===== config.mk =====
export PLATFORM = sky130hd
export DESIGN_NAME = serial_adder_flat
export DESIGN_NICKNAME = d
export VERILOG_FILES = /design/src/rtl/serial_adder_if.sv /design/src/rtl/serial_adder.sv /design/src/flat_wrapper.sv
export SDC_FILE = /design/constraint.sdc
export NUM_CORES = 1
export LEC_CHECK = 0
export BUFFER_PORTS_ARGS = -buffer_cell sky130_fd_sc_hd__clkbuf_2
export CORE_AREA = 2 2 56 84
export CTS_CLUSTER_DIAMETER = 80
export DETAILED_ROUTE_END_ITERATION = 8
export DIE_AREA = 0 0 58 86
export PLACE_DENSITY_LB_ADDON = 0.05
export SYNTH_ARGS = -nofsm -noshare
export SYNTH_HDL_FRONTEND = slang
export SYNTH_SLANG_ARGS = --single-unit

===== constraint.sdc =====
create_clock -name clk -period 3.95 [get_ports clk]
set_input_delay 0.5925 -clock clk [delete_from_list [all_inputs] [get_ports clk]]
set_output_delay 0.5925 -clock clk [all_outputs]
set_load 0.03 [all_outputs]

===== src/rtl/serial_adder_if.sv =====
// Handshake and result bundle for serial_adder.
// The ovf signal exists only when SERIAL_ADDER_OVF_EN is defined.
interface serial_adder_if #(
    parameter int WIDTH = 8
);
    logic             start;
    logic [WIDTH-1:0] a;
    logic [WIDTH-1:0] b;
    logic             sub;
    logic             busy;
    logic             done;
    logic [WIDTH-1:0] sum;
    logic             cout;
`ifdef SERIAL_ADDER_OVF_EN
    logic             ovf;

    modport master (output start, a, b, sub, input busy, done, sum, cout, ovf);
    modport slave  (input start, a, b, sub, output busy, done, sum, cout, ovf);
`else
    modport master (output start, a, b, sub, input busy, done, sum, cout);
    modport slave  (input start, a, b, sub, output busy, done, sum, cout);
`endif
endinterface


===== src/rtl/serial_adder.sv =====
// Bit-serial adder/subtractor: one full-adder bit per clock, LSB first.
// Define SERIAL_ADDER_OVF_EN to add the signed-overflow flag ovf.
module serial_adder #(
    parameter int WIDTH = 8
) (
    input  logic         clk,
    input  logic         rst,
    serial_adder_if.slave bus
);
    localparam int CW = (WIDTH > 1) ? $clog2(WIDTH) : 1;

    typedef enum logic [1:0] {IDLE, RUN, DONE} state_t;

    state_t           state;
    state_t           state_next;
    logic [CW-1:0]    cnt;
    logic [WIDTH-1:0] a_sr;
    logic [WIDTH-1:0] b_sr;
    logic [WIDTH-1:0] res_sr;
    logic [WIDTH-1:0] sum_r;
    logic             carry;
    logic             cout_r;
    logic             bit_s;
    logic             carry_next;
    logic             last_bit;
    logic             accept;
    logic             busy;
    logic             done;

    always_comb begin
        bit_s      = a_sr[0] ^ b_sr[0] ^ carry;
        carry_next = (a_sr[0] & b_sr[0]) | (carry & (a_sr[0] ^ b_sr[0]));
        last_bit   = (cnt == CW'(WIDTH - 1));
        accept     = (state != RUN) && bus.start;
    end

    always_ff @(posedge clk or posedge rst) begin
        if (rst) state <= IDLE;
        else     state <= state_next;
    end

    always_comb begin
        state_next = state;
        busy       = 1'b0;
        done       = 1'b0;
        case (state)
            IDLE: if (bus.start) state_next = RUN;
            RUN: begin
                busy = 1'b1;
                if (last_bit) state_next = DONE;
            end
            DONE: begin
                done       = 1'b1;
                state_next = bus.start ? RUN : IDLE;
            end
            default: state_next = IDLE;
        endcase
    end

    // Subtraction is a + ~b + 1: invert b at load and seed the carry with 1.
    always_ff @(posedge clk or posedge rst) begin
        if (rst) begin
            a_sr   <= '0;
            b_sr   <= '0;
            res_sr <= '0;
            carry  <= 1'b0;
            cnt    <= '0;
            sum_r  <= '0;
            cout_r <= 1'b0;
        end else if (accept) begin
            a_sr  <= bus.a;
            b_sr  <= bus.sub ? ~bus.b : bus.b;
            carry <= bus.sub;
            cnt   <= '0;
        end else if (state == RUN) begin
            a_sr   <= {1'b0, a_sr[WIDTH-1:1]};
            b_sr   <= {1'b0, b_sr[WIDTH-1:1]};
            res_sr <= {bit_s, res_sr[WIDTH-1:1]};
            carry  <= carry_next;
            cnt    <= cnt + CW'(1);
            if (last_bit) begin
                sum_r  <= {bit_s, res_sr[WIDTH-1:1]};
                cout_r <= carry_next;
            end
        end
    end

`ifdef SERIAL_ADDER_OVF_EN
    logic ovf_r;

    // On the last bit, carry holds the carry into the MSB.
    always_ff @(posedge clk or posedge rst) begin
        if (rst)                            ovf_r <= 1'b0;
        else if (state == RUN && last_bit)  ovf_r <= carry ^ carry_next;
    end

    assign bus.ovf = ovf_r;
`endif

    assign bus.busy = busy;
    assign bus.done = done;
    assign bus.sum  = sum_r;
    assign bus.cout = cout_r;
endmodule


===== src/flat_wrapper.sv =====
// flat-port wrapper written by rule: the top's interface ports become plain ports
module serial_adder_flat 
#(
    parameter int WIDTH = 8
)
  (clk, rst, bus_start, bus_a, bus_b, bus_sub, bus_busy, bus_done, bus_sum, bus_cout);
  serial_adder_if #(.WIDTH(WIDTH)) bus_i ();
  input  logic clk;
  input  logic rst;
  input wire logic [$bits(bus_i.start)-1:0] bus_start;
  input wire logic [$bits(bus_i.a)-1:0] bus_a;
  input wire logic [$bits(bus_i.b)-1:0] bus_b;
  input wire logic [$bits(bus_i.sub)-1:0] bus_sub;
  output wire logic [$bits(bus_i.busy)-1:0] bus_busy;
  output wire logic [$bits(bus_i.done)-1:0] bus_done;
  output wire logic [$bits(bus_i.sum)-1:0] bus_sum;
  output wire logic [$bits(bus_i.cout)-1:0] bus_cout;
  assign bus_i.start = bus_start;
  assign bus_i.a = bus_a;
  assign bus_i.b = bus_b;
  assign bus_i.sub = bus_sub;
  assign bus_busy = bus_i.busy;
  assign bus_done = bus_i.done;
  assign bus_sum = bus_i.sum;
  assign bus_cout = bus_i.cout;
  serial_adder #(.WIDTH(WIDTH)) u_core (.clk(clk), .rst(rst), .bus(bus_i));
endmodule

==> results.ini, run 1 <==
[run_status]
run_status=finished, final reports clean

[finish]
finalNetCount=205
insertedDiodeCount=0
num-fill-cells=403
postLayoutCoreUtil_pct=48.7
finish.instance_area_mm2=0.00205
final_cell_count_without_fillers=229
area_growth_pct=17.3
ratio_of_cells_with_drive_above_1_in_the_final_layout_pct=27.9

[clocking]
cts-buffers-inserted=5
cts_tree=yes
worstSkewPairLatency_ns=0.29
cts_hold_repair.buffers=0
clk_transition_reported_paths_ns=0.08
clock_path_buffers=2
htreeDepth=2
post_cts_setup_bufs=0
cts_resized=0
clock_sink_count=38
cts_root_buffer=clkbuf_8

[route]
antenna_violating_nets_post_route=0
detailedRoute.firstIterationViolations=29
dr.pass1.iters=4
routed_wl_mm=2.95
drt_drc_violations_left=0
num_vias=1123
avgViaCountPerCell=4.90
wl_per_cell_um=12.9

[floorplanning]
core_mm2=0.00421
io_pins=31
chipHeight_um=86
fp-row-count=29
total_die_area_mm2=0.00499
floorplan.die.width_um=58
initial_utilization_pct=41.5

[timing]
grt_setup_unrepaired=no
fin_crit_ns=1.99
hold_viol_final=0
timing_worst_slew_pin_value_ns=0.585
skew_ns=0.00929
slew_headroom_pct=61.0
fmax_mhz=502
final.setup.tns_ns=0
fin_crit_sh_pct=50.5
final-max-slew-violation-count=0
timing.final.setup_violations=0

[synth]
postSynthNetCount=175
synth_area_mm2=0.00175
synthesis.yosys.warnings=0
ys_seq_area_share_pct=54.5
yosys_register_bits=38
syn_area_per_cell_um2=11.5
ys_types=21
syn-instance-count=152

[place]
routabilityCongestion=0.668
place.detailed.hpwl_mm=2.02
port_buffers=30
placedCellCount=221
placed_cell_area_mm2=0.00191

[critical_path]
reg2regPathDepth=4
end_kind=primary output
arrival_ns=1.40
slowest_stage=dfrtp_1
critPathRequiredTime_ns=3.36
crit_fanout=44
criticalPathCategory=flop to primary output
startpoint_type=flop
critical_path.cell_chain=nand2b_4 -> clkinv_4 -> clkbuf_2
delay_of_the_slowest_cell_on_the_worst_path_ns=0.42

[power]
vdd_ir_drop_max_mv=0.469
part_of_the_total_power_dissipated_in_sequential_elements_pct=41.0
power.internal_uw=1040
p_sw_share_pct=35.1
totalPowerFinal_uw=1600
power-per-cell-area_mw_per_mm2=779
leakage_power_summed_over_all_cells_uw=0.00109
pwr-share-comb_pct=33.7
clock_share_of_power_pct=25.3
switching_power_uw=560

[grt]
grt_antenna_before_repair=0
first_global_vias=1137
global_route.usage.total_pct=13.2
grt_remaining_overflow=0
global_route_wire_length_before_repair_mm=5.08
grt_max_degree=45

[worst_hold_path]
hold_class=input pin to async pin

[job]
cap_viol_max_count=0

==> power groups by stage <==
| stage | combinational [uW] | clock [uW] | sequential, uW |
|---|---|---|---|
| 4_1_cts | 554 | 416 | 657 |
| 6_report | 538 | 404 | 654 |
| 2_1_floorplan | 370 | 0 | 718 |
| 3_5_place_dp | 553 | 0 | 664 |
| 5_1_grt | 614 | 428 | 676 |
| 3_3_place_gp | 539 | 0 | 658 |
==> layout by cell type (no fill, tap or decap), drive strengths merged <==
cell type	Yosys	routed
clkbuf	1	36
o21ai	18	18
bufinv	0	2
nand2b	1	1
ha	2	2
nor2b	1	1
xnor2	1	1
a21oi	1	1
dfrtp	38	38
xor2	7	7
fa	1	1
o22ai	1	1
mux2	9	9
mux2i	17	17
nor2	1	1
inv	3	3
buf	7	1
clkinv	1	1
nand2	42	42
==> cell families after synthesis <==
family / Yosys count / synth area share, %
flip-flops: 38 / 54.5
multiplexers: 26 / 17.5
XOR/XNOR: 8 / 4.01
AO/OA/AOI/OAI: 20 / 5.81
adder cells (fa/ha/maj): 3 / 2.58
buffers and inverters: 12 / 4.30
AND/OR/NAND/NOR: 45 / 11.3
==> flip-flops by register name, summed over array words and instances, names as in the netlist <==
register         cells
u_core.a_sr          8
u_core.res_sr        7
u_core.state         2
u_core.carry         1
u_core.bus.cout      1
u_core.bus.sum       8
u_core.b_sr          8
u_core.cnt           3
==> through the flow <==
step	hold WS [ns]	setup WS [ns]
floorplan	0.445	2.50
global placement	0.456	2.24
detailed placement	0.474	2.23
CTS	0.400	1.91
global route	0.427	1.83
finish	0.381	1.96
==> path summary, 6_finish.rpt <==
path,start,endpoint,slack (ns)
worst min register to register,u_core.a_sr[3],u_core.a_sr[2],0.47
max in group asynchronous,rst,u_core.b_sr[7],3.21
min in group clk,u_core.a_sr[3],u_core.a_sr[2],0.47
worst max-delay path,u_core.state[0],bus_busy,1.96
worst min-delay path,rst,u_core.bus.sum[6],0.38
worst max register to register,u_core.state[0],u_core.bus.sum[0],2.45
==> cell type report <==
class / instances / area (um2) / area share [%]
inverters: 4 / 20.0 / 0.977
well taps: 46 / 57.6 / 2.81
clock buffers: 6 / 82.6 / 4.03
flip-flops and latches: 38 / 951 / 46.4
clock inverters: 2 / 60.1 / 2.93
repair buffers: 31 / 158 / 7.70
multi-input cells: 102 / 719 / 35.1
==> metal layers <==
metal	part of all wire, %	up-vias	global-route usage, %
met4	0.78	0	5.71
met2	50	28	22.4
met1	45	531	15.1
li1	-	562	-
met3	4.2	2	3.92
met5	0	-	0
==> worst max-delay path: cells and delay by family, from the launching register on <==
kind / cells / cell delay, ns
and+or+nand+nor: 1 / 0.16
buffers and inverters: 2 / 0.53
DFF: 1 / 0.42
==> cells in the mapped netlist <==
| library cell | count | area share (%) |
|---|---|---|
| nand2_1 | 41 | 8.8 |
| dfrtp_1 | 38 | 54 |
| o21ai_0 | 18 | 5.2 |
| mux2i_1 | 17 | 9.7 |
| mux2_4 | 9 | 7.7 |
| xor2_1 | 7 | 3.5 |
| buf_2 | 4 | 1.1 |
| inv_1 | 3 | 0.65 |
| buf_6 | 2 | 1.3 |
| ha_1 | 2 | 1.4 |
| a21oi_1 | 1 | 0.29 |
| buf_4 | 1 | 0.43 |
| clkbuf_2 | 1 | 0.29 |
| clkinv_4 | 1 | 0.50 |
| fa_1 | 1 | 1.1 |
| nand2_8 | 1 | 1.1 |
| nand2b_4 | 1 | 0.79 |
| nor2_1 | 1 | 0.21 |
| nor2b_1 | 1 | 0.36 |
| o22ai_1 | 1 | 0.36 |
| xnor2_1 | 1 | 0.50 |
Power figures use the tool's default switching activity.
==> inputs of run 2 (changes only) <==
Clock period 3.95 ns to 2 ns, I/O delays scaled along.
==> run 2 against run 1 <==
Sequential share of layout area grew 0.93 points; setup slack lost 1.5 ns; die area is the same; critical path type unchanged; highest routed layer unchanged.
==> results.ini, run 2 (synthesis gave the netlist of run 1 again) <==
[route]
routed_wl_mm=2.98  ; was 2.95 mm
drt_drc_violations_left=0  ; unchanged
dr.pass1.iters=4  ; unchanged
wl_per_cell_um=12.9  ; about the same
num_vias=1120  ; was 1123
detailedRoute.firstIterationViolations=24  ; was 29
avgViaCountPerCell=4.87  ; was 4.90
antenna_violating_nets_post_route=0  ; unchanged

[timing]
fin_crit_ns=1.55
hold_viol_final=0  ; unchanged
timing.final.setup_violations=0  ; unchanged
slew_headroom_pct=61.2  ; was 61.0%
finalWorstSetupSlack_ns=0.454  ; was 1.96 ns
final-max-slew-violation-count=0  ; unchanged
timing_worst_slew_pin_value_ns=0.582  ; was 0.585 ns
skew_ns=0.00345  ; was 0.00929 ns
grt_setup_unrepaired=no  ; unchanged
final.setup.tns_ns=0  ; unchanged
fmax_mhz=647
fin_crit_sh_pct=77.3

[finish]
postLayoutCoreUtil_pct=47.7  ; was 48.7%
register_area_um2=951  ; unchanged
ratio_of_cells_with_drive_above_1_in_the_final_layout_pct=28.3  ; was 27.9%
finish.instance_area_mm2=0.00201  ; was 0.00205 mm2
area_growth_pct=15.1  ; was 17.3%
layout.cells.most_common_list=41 x nand2_1, 38 x dfrtp_1, 30 x clkbuf_2  ; unchanged
num-fill-cells=418  ; was 403
finalNetCount=206  ; was 205
layout.cells.most_common=nand2_1  ; unchanged
insertedDiodeCount=0  ; unchanged
multi_input_area_um2=719  ; unchanged

[power]
leakage_power_summed_over_all_cells_uw=0.00107  ; was 0.00109 uW
totalPowerFinal_uw=2930  ; was 1600 uW
vdd_ir_drop_max_mv=0.898  ; was 0.469 mV
power-per-cell-area_mw_per_mm2=1460  ; was 779 mW/mm2

[critical_path]
slowest_stage=dfrtp_1  ; unchanged
reg2regPathDepth=4  ; unchanged
arrival_ns=1.25  ; was 1.40 ns
end_kind=primary output  ; unchanged
critPathRequiredTime_ns=1.70  ; was 3.36 ns
delay_of_the_slowest_cell_on_the_worst_path_ns=0.42  ; about the same
critical_path.cell_chain=nand2b_4 -> clkinv_4 -> clkbuf_2  ; unchanged
crit_fanout=13  ; was 44
startpoint_type=flop  ; unchanged
criticalPathCategory=flop to primary output  ; unchanged

[floorplanning]
core_mm2=0.00421  ; unchanged
initial_utilization_pct=41.5  ; unchanged
floorplan.die.width_um=58  ; unchanged
io_pins=31  ; unchanged
chipHeight_um=86  ; unchanged
fp-row-count=29  ; unchanged
total_die_area_mm2=0.00499  ; unchanged

[place]
routabilityCongestion=0.680  ; was 0.668
place.detailed.hpwl_mm=2.07  ; was 2.02 mm
placed_cell_area_mm2=0.00191  ; about the same
pre_cts_slack_ns=0.572  ; was 2.23 ns
port_buffers=30  ; unchanged

[run_status]
run_status=finished, final reports clean  ; unchanged

[clocking]
htreeDepth=2  ; unchanged
worstSkewPairLatency_ns=0.28  ; was 0.29 ns
cts_tree=yes  ; unchanged
clk_transition_reported_paths_ns=0.07  ; was 0.08 ns
clock_path_buffers=2  ; unchanged
clock_sink_count=38  ; unchanged
cts_hold_repair.buffers=0  ; unchanged
cts_root_buffer=clkbuf_8  ; unchanged
post_cts_setup_bufs=0  ; unchanged
cts-buffers-inserted=5  ; unchanged
cts_resized=0  ; unchanged

[grt]
grt_remaining_overflow=0  ; unchanged
first_global_vias=1159  ; was 1137
grt_max_degree=39  ; was 45
global_route.usage.total_pct=13.8  ; was 13.2%
grt_antenna_before_repair=0  ; unchanged
global_route_wire_length_before_repair_mm=5.22  ; was 5.08 mm

[job]
cap_viol_max_count=0  ; unchanged

[worst_hold_path]
hold_class=input pin to async pin  ; unchanged

[run 2: cell type report]
type / count / area share [%]
repair buffers: 32 / 8.22
well taps: 46 / 2.87
clock buffers: 6 / 4.11
flip-flops and latches: 38 / 47.4
clock inverters: 2 / 0.623
inverters: 4 / 0.997
multi-input cells: 102 / 35.8
[run 2: worst paths after layout]
kind / slack [ns] / startpoint / to
max: 0.45 / u_core.state[0] / bus_busy
min in group clk: 0.27 / bus_a[7] / u_core.a_sr[7]
max in group asynchronous: 1.55 / rst / u_core.a_sr[1]
min: 0.1 / rst / u_core.a_sr[3]
min reg2reg: 0.49 / u_core.b_sr[2] / u_core.b_sr[1]
max reg2reg: 0.58 / u_core.cnt[0] / u_core.bus.sum[6]
[run 2: per-layer routing]
layer  GRT usage, %  routed length, um
met1           16.5               1280
met2           22.9               1530
met3           4.52                139
met4           5.07                 23
met5              0                  0
[run 2: through the flow]
stage | hold WS (ns) | std cells
global placement | 0.415 | 222
global route | 0.145 | 230
finish | 0.0992 | 230
detailed placement | 0.426 | 222
floorplan | 0.445 | 152
CTS | 0.114 | 230
[run 2: power breakdown]
part           internal [uW]  switching [uW]  leakage, uW
clock                    277             269    0.0000472
combinational            435             651     0.000536
sequential              1100             200     0.000483
[run 2: critical path: cells and delay by family, from the launching register on]
family / cells / cell delay, ns
simple gates: 1 / 0.18
buf+inv: 2 / 0.36
flops: 1 / 0.42
==> inputs of run 3 (changes only) <==
Clock period 2 ns to 1.4 ns, I/O delays scaled along.
==> run 3 against run 2 <==
Design area rose by 2.2%; core utilization up 1.0 points; sequential cell count unchanged; clock power up 30%; register-to-register slack lost 0.51 ns; combinational power up 54%; setup slack worse by 0.40 ns; first-iteration DRC count grew 29%; critical endpoint unchanged.
==> results.ini, run 3 (synthesis gave the netlist of run 1 again) <==
[timing]
fmax_mhz=742
timing_worst_slew_pin_value_ns=0.483  ; was 0.582 ns
finalWorstSetupSlack_ns=0.0529  ; was 0.454 ns
fin_crit_sh_pct=96.2
slew_headroom_pct=67.8  ; was 61.2%
timing.final.setup_violations=0  ; unchanged
hold_viol_final=0  ; unchanged
final-max-slew-violation-count=0  ; unchanged
skew_ns=0.00418  ; was 0.00345 ns
grt_setup_unrepaired=no  ; unchanged
final.setup.tns_ns=0  ; unchanged
finalHoldWorstSlack_ns=0.00581  ; was 0.0992 ns
fin_crit_ns=1.35

[place]
place.detailed.hpwl_mm=2.08  ; was 2.07 mm
placed_cell_area_mm2=0.00196  ; was 0.00191 mm2
routabilityCongestion=0.680  ; unchanged
pre_cts_slack_ns=0.00687  ; was 0.572 ns
port_buffers=30  ; unchanged

[clocking]
worstSkewPairLatency_ns=0.28  ; about the same
cts-buffers-inserted=5  ; unchanged
cts_hold_repair.buffers=0  ; unchanged
cts_tree=yes  ; unchanged
clk_transition_reported_paths_ns=0.07  ; about the same
clock_sink_count=38  ; unchanged
clock_path_buffers=2  ; unchanged
post_cts_setup_bufs=0  ; unchanged
htreeDepth=2  ; unchanged
cts_root_buffer=clkbuf_8  ; unchanged

[critical_path]
critPathBufInv=2  ; unchanged
delay_of_the_slowest_cell_on_the_worst_path_ns=0.43  ; was 0.42 ns
critPathRequiredTime_ns=1.19  ; was 1.70 ns
crit_fanout=17  ; was 13
startpoint_type=flop  ; unchanged
critical-path-top-delay-family=flip-flops  ; unchanged
end_kind=primary output  ; unchanged
arrival_ns=1.14  ; was 1.25 ns
slowest_stage=dfrtp_1  ; unchanged
critical_path.cell_chain=nand2b_4 -> clkinv_8 -> clkbuf_4  ; was nand2b_4 -> clkinv_4 -> clkbuf_2
criticalPathCategory=flop to primary output  ; unchanged

[grt]
grt_antenna_before_repair=0  ; unchanged
global_route.usage.total_pct=13.7  ; was 13.8%
grt_max_degree=39  ; unchanged
global_route_wire_length_before_repair_mm=5.26  ; was 5.22 mm
grt_remaining_overflow=0  ; unchanged
first_global_vias=1126  ; was 1159

[floorplanning]
total_die_area_mm2=0.00499  ; unchanged
chipHeight_um=86  ; unchanged
fp-row-count=29  ; unchanged
io_pins=31  ; unchanged
core_mm2=0.00421  ; unchanged
initial_utilization_pct=41.5  ; unchanged
floorplan.die.width_um=58  ; unchanged

[job]
cap_viol_max_count=0  ; unchanged

[route]
num_vias=1130  ; was 1120
detailedRoute.firstIterationViolations=31  ; was 24
dr.pass1.iters=3  ; was 4
avgViaCountPerCell=4.87  ; about the same
wl_per_cell_um=12.8  ; was 12.9 um
antenna_violating_nets_post_route=0  ; unchanged
routed_wl_mm=2.98  ; about the same
drt_drc_violations_left=0  ; unchanged

[worst_hold_path]
hold_class=input pin to async pin  ; unchanged

[finish]
insertedDiodeCount=0  ; unchanged
finish.instance_area_mm2=0.00205  ; was 0.00201 mm2
layout.cells.most_common=nand2_1  ; unchanged
finalNetCount=209  ; was 206
area_growth_pct=17.6  ; was 15.1%
num-fill-cells=410  ; was 418
layout.cells.most_common_list=41 x nand2_1, 38 x dfrtp_1, 29 x clkbuf_2  ; was 41 x nand2_1, 38 x dfrtp_1, 30 x clkbuf_2
ratio_of_cells_with_drive_above_1_in_the_final_layout_pct=29.6  ; was 28.3%

[power]
vdd_ir_drop_max_mv=1.29  ; was 0.898 mV
power-per-cell-area_mw_per_mm2=2070  ; was 1460 mW/mm2
leakage_power_summed_over_all_cells_uw=0.00109  ; was 0.00107 uW

[run_status]
run_status=finished, final reports clean  ; unchanged

-- run 3: cell count changes in the layout (fill, tap and decap cells not counted), sizes merged --
cell      delta
clkinvlp     -1
clkbuf       -1
buf          +3
clkinv       +1
-- run 3: layout make-up --
type / instances / area [um2] / share of cell area (%)
clock inverters: 2 / 10.0 / 0.488
flip-flops and latches: 38 / 951 / 46.3
well taps: 46 / 57.6 / 2.80
clock buffers: 5 / 68.8 / 3.35
multi-input cells: 102 / 722 / 35.2
repair buffers: 35 / 215 / 10.5
inverters: 4 / 27.5 / 1.34
-- run 3: final timing paths --
| kind | startpoint | end | slack [ns] | depth (start not counted) |
|---|---|---|---|---|
| setup / recovery | u_core.state[0] | bus_busy | 0.05 | 3 |
| hold / removal | rst | u_core.res_sr[5] | 0.006 | 3 |
| setup reg to reg | u_core.cnt[1] | u_core.bus.sum[2] | 0.07 | 4 |
| hold reg to reg | u_core.res_sr[1] | u_core.res_sr[1] | 0.48 | 2 |
| max in group asynchronous | rst | u_core.carry | 1.05 | 3 |
| min in group clk | bus_a[7] | u_core.a_sr[7] | 0.19 | 3 |
-- run 3: routing by layer --
layer | vias to the layer above | share of wire, % | GRT usage, %
li1 | 565 | - | -
met1 | 534 | 44 | 17.0
met2 | 26 | 50 | 22.7
met3 | 5 | 4.0 | 3.17
met4 | 0 | 1.3 | 5.71
met5 | - | 0 | 0
-- run 3: per-stage QoR --
stage | util (%) | power (uW) | cells
final | 48.8 | 4240 | 232
after global placement | 46.6 | 3500 | 225
after detailed placement | 46.6 | 3570 | 225
after CTS | 48.8 | 4330 | 232
after global routing | 48.8 | 4600 | 232
after floorplan | - | 3070 | 152
-- run 3: repair_timing --
action | CTS | global route
pin swaps | 1 | 1
resized for setup | 3 | 0
setup endpoints to repair | 7 | 1
-- run 3: tightest hold or removal path, cell delays in order --
cell and delay (ns):
clkbuf_2 0.08, inv_1 0.04, buf_4 0.41
-- run 3: report_power, final --
part           switching (uW)  total (uW)  internal, uW
Combinational             962        1680           721
Clock                     373         708           334
Sequential                284        1850          1570
